File: src/rtl/rom_stepper_if.sv
// rom_stepper_if: bundles the pattern-load port, playback controls and
// playback status of rom_stepper. master = controller/board top,
// slave = the sequencer itself.
interface rom_stepper_if #(
  parameter int WIDTH  = 8,
  parameter int ADDR_W = 4
);
  // Pattern memory write port
  logic              wr_en;
  logic [ADDR_W-1:0] wr_addr;
  logic [WIDTH-1:0]  wr_data;
  // Playback control
  logic              start;
  logic              stop;
  logic              loop;
  logic              dir;
  logic [ADDR_W-1:0] first;
  logic [ADDR_W-1:0] last;
  // Playback status
  logic [WIDTH-1:0]  q;
  logic [ADDR_W-1:0] addr;
  logic              busy;
  logic              tick;
  logic              done;

  modport master (
    output wr_en, wr_addr, wr_data, start, stop, loop, dir, first, last,
    input  q, addr, busy, tick, done
  );

  modport slave (
    input  wr_en, wr_addr, wr_data, start, stop, loop, dir, first, last,
    output q, addr, busy, tick, done
  );
endinterface

File: src/rtl/rom_stepper.sv
// rom_stepper: DEPTH x WIDTH pattern memory stepped through an address
// window [first..last] once every TICK_DIV clocks, one-shot or looping,
// counting up or down modulo DEPTH.
// Ports: CLOCK_50 (rising edge), reset (synchronous, active-high),
//        bus (rom_stepper_if.slave: write port, start/stop/loop/dir/
//        first/last controls, q/addr/busy/tick/done status).
// Latency: addr and busy follow start on the sampling edge, q follows
// addr one edge later; tick/done are registered and coincide with the
// addr update of the step that produced them.
module rom_stepper #(
  parameter int WIDTH    = 8,
  parameter int ADDR_W   = 4,
  parameter int TICK_DIV = 50000000
) (
  input  logic         CLOCK_50,
  input  logic         reset,
  rom_stepper_if.slave bus
);

  localparam int DEPTH = 2 ** ADDR_W;
  // Keep the divider at least one bit wide so TICK_DIV=1 still elaborates.
  localparam int DIV_W = (TICK_DIV > 1) ? $clog2(TICK_DIV) : 1;
  localparam logic [DIV_W-1:0] DIV_MAX = DIV_W'(TICK_DIV - 1);

  localparam logic [0:0] ST_IDLE = 1'b0;
  localparam logic [0:0] ST_RUN  = 1'b1;

  logic [WIDTH-1:0]  mem [DEPTH];

  logic [0:0]        state_q, state_d;
  logic [ADDR_W-1:0] addr_q,  addr_d;
  logic [DIV_W-1:0]  div_q,   div_d;
  logic              tick_q,  tick_d;
  logic              done_q,  done_d;
  logic [WIDTH-1:0]  q_q;

  logic              step;

  // A step fires on the last divider count; for TICK_DIV=1 DIV_MAX is 0
  // and the divider never leaves 0, so every RUN cycle is a step.
  assign step = (state_q == ST_RUN) && (div_q == DIV_MAX);

  always_comb begin
    state_d = state_q;
    addr_d  = addr_q;
    div_d   = div_q;
    tick_d  = 1'b0;
    done_d  = 1'b0;
    case (state_q)
      ST_IDLE: begin
        if (bus.start) begin
          state_d = ST_RUN;
          addr_d  = bus.first;
          div_d   = '0;
        end
      end
      ST_RUN: begin
        if (bus.stop) begin
          // stop beats a coincident start; addr freezes where it is
          state_d = ST_IDLE;
          div_d   = '0;
        end else if (bus.start) begin
          addr_d = bus.first;
          div_d  = '0;
        end else if (step) begin
          div_d  = '0;
          tick_d = 1'b1;
          if (addr_q == bus.last) begin
            done_d = 1'b1;
            if (bus.loop) begin
              addr_d = bus.first;
            end else begin
              state_d = ST_IDLE;
            end
          end else if (bus.dir) begin
            // Modulo-DEPTH arithmetic lets a window wrap through 0
            addr_d = addr_q - ADDR_W'(1);
          end else begin
            addr_d = addr_q + ADDR_W'(1);
          end
        end else begin
          div_d = div_q + DIV_W'(1);
        end
      end
      default: begin
        state_d = ST_IDLE;
      end
    endcase
  end

  always_ff @(posedge CLOCK_50) begin
    if (reset) begin
      state_q <= ST_IDLE;
      addr_q  <= '0;
      div_q   <= '0;
      tick_q  <= 1'b0;
      done_q  <= 1'b0;
      q_q     <= '0;
    end else begin
      state_q <= state_d;
      addr_q  <= addr_d;
      div_q   <= div_d;
      tick_q  <= tick_d;
      done_q  <= done_d;
      // Reads the registered play address, so q trails addr by one edge and
      // a write to the addressed word shows up one edge after the write.
      q_q     <= mem[addr_q];
    end
  end

  // Pattern memory is deliberately untouched by reset so a loaded pattern
  // survives a board reset.
  always_ff @(posedge CLOCK_50) begin
    if (bus.wr_en) begin
      mem[bus.wr_addr] <= bus.wr_data;
    end
  end

  assign bus.q    = q_q;
  assign bus.addr = addr_q;
  assign bus.busy = (state_q == ST_RUN);
  assign bus.tick = tick_q;
  assign bus.done = done_q;

endmodule

File: src/flat_wrapper.sv
// flat-port wrapper written by rule: the top's interface ports become plain ports
module rom_stepper_flat 
#(
  parameter int WIDTH    = 8,
  parameter int ADDR_W   = 4,
  parameter int TICK_DIV = 50000000
)
  (CLOCK_50, reset, bus_wr_en, bus_wr_addr, bus_wr_data, bus_start, bus_stop, bus_loop, bus_dir, bus_first, bus_last, bus_q, bus_addr, bus_busy, bus_tick, bus_done);
  rom_stepper_if #(.WIDTH(WIDTH), .ADDR_W(ADDR_W)) bus_i ();
  input  logic CLOCK_50;
  input  logic reset;
  input wire logic [$bits(bus_i.wr_en)-1:0] bus_wr_en;
  input wire logic [$bits(bus_i.wr_addr)-1:0] bus_wr_addr;
  input wire logic [$bits(bus_i.wr_data)-1:0] bus_wr_data;
  input wire logic [$bits(bus_i.start)-1:0] bus_start;
  input wire logic [$bits(bus_i.stop)-1:0] bus_stop;
  input wire logic [$bits(bus_i.loop)-1:0] bus_loop;
  input wire logic [$bits(bus_i.dir)-1:0] bus_dir;
  input wire logic [$bits(bus_i.first)-1:0] bus_first;
  input wire logic [$bits(bus_i.last)-1:0] bus_last;
  output wire logic [$bits(bus_i.q)-1:0] bus_q;
  output wire logic [$bits(bus_i.addr)-1:0] bus_addr;
  output wire logic [$bits(bus_i.busy)-1:0] bus_busy;
  output wire logic [$bits(bus_i.tick)-1:0] bus_tick;
  output wire logic [$bits(bus_i.done)-1:0] bus_done;
  assign bus_i.wr_en = bus_wr_en;
  assign bus_i.wr_addr = bus_wr_addr;
  assign bus_i.wr_data = bus_wr_data;
  assign bus_i.start = bus_start;
  assign bus_i.stop = bus_stop;
  assign bus_i.loop = bus_loop;
  assign bus_i.dir = bus_dir;
  assign bus_i.first = bus_first;
  assign bus_i.last = bus_last;
  assign bus_q = bus_i.q;
  assign bus_addr = bus_i.addr;
  assign bus_busy = bus_i.busy;
  assign bus_tick = bus_i.tick;
  assign bus_done = bus_i.done;
  rom_stepper #(.WIDTH(WIDTH), .ADDR_W(ADDR_W), .TICK_DIV(TICK_DIV)) u_core (.CLOCK_50(CLOCK_50), .reset(reset), .bus(bus_i));
endmodule
File: config.mk
export PLATFORM = sky130hd
export DESIGN_NAME = rom_stepper_flat
export DESIGN_NICKNAME = d
export VERILOG_FILES = /design/src/rtl/rom_stepper_if.sv /design/src/rtl/rom_stepper.sv /design/src/flat_wrapper.sv
export SDC_FILE = /design/constraint.sdc
export NUM_CORES = 1
export LEC_CHECK = 0
export ABC_AREA = 1
export CELL_PAD_IN_SITES_DETAIL_PLACEMENT = 1
export CELL_PAD_IN_SITES_GLOBAL_PLACEMENT = 2
export CORE_MARGIN = 4
export CORE_UTILIZATION = 42
export CTS_CLUSTER_SIZE = 20
export DETAILED_ROUTE_END_ITERATION = 8
export GPL_TIMING_DRIVEN = 1
export PLACE_DENSITY_LB_ADDON = 0.25
export SLEW_MARGIN = 20
export SYNTH_ARGS = -nofsm -noshare
export SYNTH_HDL_FRONTEND = slang
export SYNTH_SLANG_ARGS = --single-unit
File: constraint.sdc
create_clock -name CLOCK_50 -period 5.1 [get_ports CLOCK_50]
set_clock_uncertainty 0.05 [all_clocks]
set_input_delay 1.02 -clock CLOCK_50 [delete_from_list [all_inputs] [get_ports CLOCK_50]]
set_output_delay 1.02 -clock CLOCK_50 [all_outputs]
set_load 0.05 [all_outputs]
Yosys cells after proc, flatten, opt, wreduce, memory -nomap -nowiden
Memories as Yosys holds them, arrays and structs flattened. A register that Yosys moved wholly into a read port is not among the register bits.
Index checks and enable logic that the tools add are counted.
{"block": "word_totals", "ram_bits": 128, "word_cells": 45, "memories": 1, "ff_bits": 33}
{"name": "u_core.mem", "words": 16, "width": 8, "rd": 1, "rd_clocked_by_memory_dff": 1, "wr": 1, "line_no": "rom_stepper.sv:28", "rtl": "logic [WIDTH-1:0] mem [DEPTH];"}
{"block": "classes", "n_eq_ne": 6, "n_reduce_logical": 4, "n_mux": 24, "bitwise_logic": 2, "addsub": 3}
{"operator": "$mux 26", "n": 4}
{"operator": "$pmux 26 s2", "n": 1}
{"operator": "$mux 4", "n": 7}
{"operator": "$add 26x1->26 const B", "n": 1}
{"operator": "$eq 26x26->1 const B", "n": 1}
{"operator": "$mux 1", "n": 10}
{"operator": "$pmux 4 s2", "n": 1}
{"operator": "$reduce_or 5->1", "n": 1}
{"operator": "$add 4x1->4 const B", "n": 1}
{"operator": "$eq 4x4->1", "n": 1}
{"operator": "$ne 2x2->1 const B", "n": 2}
{"operator": "$ne 4x4->1 const B", "n": 1}
{"operator": "$reduce_and 4->1", "n": 1}
{"operator": "$reduce_or 4->1", "n": 1}
{"operator": "$sub 4x1->4 const B", "n": 1}
{"operator": "$ne 3x3->1 const B", "n": 1}
{"operator": "$not 1->1", "n": 2}
{"operator": "$pmux 1 s2", "n": 1}
{"operator": "$logic_and 1x1->1", "n": 1}

Depth between registers and ports, before layout
{"block": "logic_depth", "ltp_word": 7, "ltp_mapped": 12, "ltp_nobuf": 11}

Worst setup path before layout
Ideal clock, no wire load.
{"block": "synth_path", "path_type": "register to register", "startpoint": "register u_core.addr_q[0], in the netlist u_core.bus.addr[0]", "endpoint": "register u_core.addr_q[2], in the netlist u_core.bus.addr[2]", "arrival_time_ns": 1.982, "t_required_ns": 4.920, "n_path_buf": 2, "setup_ns": 0.130, "path_slack_ns": 2.937, "path_stages_with_launch": 11, "cell_sequence": "dfxtp_1 inv_1 buf_2 buf_2 fa_1 xor2_1 nand3_1 nand2_1 nand3_1 nand2_1 nor2_1"}
{"block": "synth_between", "elab_chain_cells": 7, "elab_cells_between_ends": 11, "classes_between": "add/sub: 2; eq/ne: 2; mux: 6; reduce/logical: 1"}
{"item": "from (decl)", "line_no": "rom_stepper.sv:31", "rtl": "logic [ADDR_W-1:0] addr_q, addr_d;"}
{"item": "from (signal assigned)", "line_no": "rom_stepper.sv:101", "rtl": "addr_q <= addr_d;"}
{"item": "$add 4x1->4 or $sub 4x1->4 (tied branches)", "line_no": "rom_stepper.sv:79, rom_stepper.sv:77"}
{"item": "$mux 4", "line_no": "rom_stepper.sv:75", "rtl": "end else if (bus.dir) begin"}
{"item": "$mux 4", "line_no": "rom_stepper.sv:68", "rtl": "if (addr_q == bus.last) begin"}
{"item": "$mux 4", "line_no": "rom_stepper.sv:65", "rtl": "end else if (step) begin"}
{"item": "$mux 4", "line_no": "rom_stepper.sv:62", "rtl": "end else if (bus.start) begin"}
{"item": "$mux 4", "line_no": "rom_stepper.sv:58", "rtl": "if (bus.stop) begin"}
{"item": "$pmux 4 s2", "line_no": "rom_stepper.sv:49", "rtl": "case (state_q)"}
Several ways; a longest one is shown, not always the timed one. The select of a mux whose other input is x is not followed.
A chain may end at the register's enable or synchronous reset.

Worst setup path after layout
{"block": "layout_path", "startpoint": "register u_core.addr_q[3], in the netlist u_core.bus.addr[3]", "endpoint": "output bus_addr[3]"}
{"item": "to (decl)", "line_no": "flat_wrapper.sv:22", "rtl": "output wire logic [$bits(bus_i.addr)-1:0] bus_addr;"}
No word-level cell between the ends.

==> impl_metrics.toml <==
[critical_path]
path_class = "flop to output pin"
critical-path-top-delay-family = "buffers and inverters"
cp_slowest_stage_delay_ns = 0.93
critPathSlowestCell = "clkdlybuf4s50_1"
cp.arrival_ns = 2.12
crit_required_ns = 4.03
worstPathMaxFanout = 12
path_cells = "clkdlybuf4s50_1"
rr_startpoint = "u_core.bus.addr[0]"
path_buf_inv = 1
end_kind = "output pin"
startpoint_type = "flop"
startpoint = "u_core.bus.addr[3]"

[grt]
grt_pass1_wl_um = 33210
grt_overflow = 0
grt_start_max_net_pins = 66
gr-usage-all-layers_pct = 21.20
grt_antenna_before_repair = 0
grt_pass1_vias = 6096

[drt]
num_vias = 5679
drtAntennaViolNets = 0
routedWlPerCell_um = 20.14
remaining_drc_errors = 0
routed_wl_um = 20590
drt_iter0_markers = 423
dr.pass1.iters = 7
routed_via_density = 5.557

[sta]
slew_violations = 0
final_hold_viol_count = 0
max_freq_mhz = 313.1
worst_pin_slew_ns = 1.018
fin_crit_ns = 3.194
setup-violations-final = 0
rsz0062_at_grt = "no"
final.setup.tns_ns = 0
slew_headroom_pct = 31.89
hold_ws_ns = 0.4626
period_share_pct = 62.62

[floorplanning]
start_util_pct = 43.33
ioPinCount = 42
die_area_sq_um = 20310
die_y_um = 142.5
core_sq_um = 17540
rows = 48
die_w_um = 142.5

[yosys]
synthMuxAreaShare_pct = 0
synth_area_sq_um = 7599
synth-xor-area-share_pct = 1.268
postSynthRegisterBits = 169
synth_top_family_by_area = "simple AND/OR/NAND/NOR gates"
ys_types = 36
synth-simple-area-share_pct = 20.34
syn_area_per_cell_sq_um = 10.10
synth_warnings = 0
synth_compound_area_share_pct = 11.69
synth_nets = 783
syn_inst = 752
ys_seq_area_share_pct = 61.39
synth_adder_area_share_pct = 0.7575

[clocking]
numCtsBuffers = 17
cts_tree = "built"
post-cts-setup-buffers = 0
cts_sinks = 169
root_buffer = "clkbuf_16"
hold_buffers = 0
clk_pin_slew_ns = 0.06
cts.path.max_buffers = 2
cts_resized = 0
h-tree-depth = 4
clock_latency_ns = 0.43

[pwr]
leakage_nw = 2.924
power_density_nw_per_um2 = 366.2
peakVddDrop_uv = 216.4

[job]
cap_violations = 0

[layout]
antennaDiodeCount = 0
nNetsFinal = 815
design_area_sq_um = 8767
area_growth_pct = 15.38
drive_above_1_share_pct = 11.79
final_util_pct = 49.99
stdcell_count = 1022

[placed_design]
placed_cell_area_sq_um = 8167
post-place-cells = 990
gp_congestion = 0.8207
io_buffers = 41
place_hpwl_um = 13440

[worst_hold_path]
hold_start = "u_core.div_q[4]"
hp-class = "flop to flop"

[status]
status = "finished clean"
==> registers in the layout, summed over array words and instances, names as in the netlist <==
register,flops
u_core.bus.addr,4
u_core.bus.busy,1
u_core.bus.done,1
u_core.bus.q,8
u_core.bus.tick,1
u_core.div_q,26
u_core.mem,128
==> path summary, 6_finish.rpt <==
| kind | to | slack, ns | cells after the start |
|---|---|---|---|
| hold / removal | u_core.div_q[4] | 0.46 | 2 |
| setup / recovery | bus_addr[3] | 1.91 | 1 |
| setup reg to reg | u_core.bus.addr[2] | 2.19 | 10 |
| hold reg to reg | u_core.div_q[4] | 0.46 | 2 |
==> synthesized netlist by cell type (all sizes together) <==
| master | n | area share (%) |
|---|---|---|
| nor2 | 169 | 9.3 |
| nor3 | 6 | 0.40 |
| a21oi | 31 | 2.5 |
| o211ai | 19 | 1.9 |
| clkbuf | 13 | 0.64 |
| nor4 | 1 | 0.082 |
| clkinv | 1 | 0.049 |
| nand3b | 2 | 0.20 |
| ha | 3 | 0.49 |
| edfxtp | 128 | 51 |
| nand4 | 7 | 0.77 |
| fa | 1 | 0.26 |
| o22ai | 7 | 0.58 |
| o221ai | 13 | 1.5 |
| or2 | 2 | 0.16 |
| dfxtp | 41 | 11 |
| xnor2 | 2 | 0.23 |
| nand3 | 42 | 3.6 |
| buf | 21 | 1.6 |
| o211a | 1 | 0.13 |
| inv | 46 | 2.3 |
| nand2 | 110 | 5.8 |
| o21ai | 77 | 5.1 |
| xor2 | 9 | 1.0 |
==> stage by stage <==
stage | worst slack [ns] | power [mW]
CTS | 1.895 | 3.230
detailed placement | 2.060 | 1.955
global placement | 2.107 | 1.941
global route | 1.834 | 3.337
finish | 1.906 | 3.210
floorplan | 2.937 | 1.808
==> cell type report <==
type | count | area, sq um
clock inverter | 15 | 175.2
multi-input combinational | 502 | 2587
inverter | 47 | 176.4
tap | 225 | 281.5
timing repair buffer | 47 | 455.4
sequential | 169 | 4666
clock buffer | 17 | 425.4
fill | 1956 | 8770
==> power by group <==
group / switching [mW] / internal [mW]
Combinational: 0.267 / 0.117
Clock: 0.625 / 0.663
Sequential: 0.0244 / 1.51
Total: 0.916 / 2.29
==> cell usage in the layout (no fill, tap or decap), drive strengths merged, types with 13 or more instances in the layout <==
cell / netlist / routed
nand3: 42 / 42
clkbuf: 13 / 17
nor2: 169 / 169
o221ai: 13 / 13
clkdlybuf4s50: 0 / 41
dfxtp: 41 / 41
o21ai: 77 / 77
nand2: 110 / 110
o211ai: 19 / 19
inv: 46 / 52
edfxtp: 128 / 128
a21oi: 31 / 31
==> per-layer routing <==
| metal | vias up | track usage [%] | routed length [um] |
|---|---|---|---|
| met4 | 0 | 6.003 | 284 |
| met2 | 139 | 34.03 | 9559 |
| met5 | - | 0 | 0 |
| met1 | 2848 | 30.14 | 9823 |
| met3 | 21 | 3.192 | 918 |
| li1 | 2671 | - | - |
==> cells by family after synthesis <==
family,count (synthesis)
AO/OA/AOI/OAI,148
XOR/XNOR,11
adder cells (fa/ha/maj),4
buffers and inverters,81
flip-flops,169
AND/OR/NAND/NOR,339
Note: power is estimated with default switching activity, not from simulation.
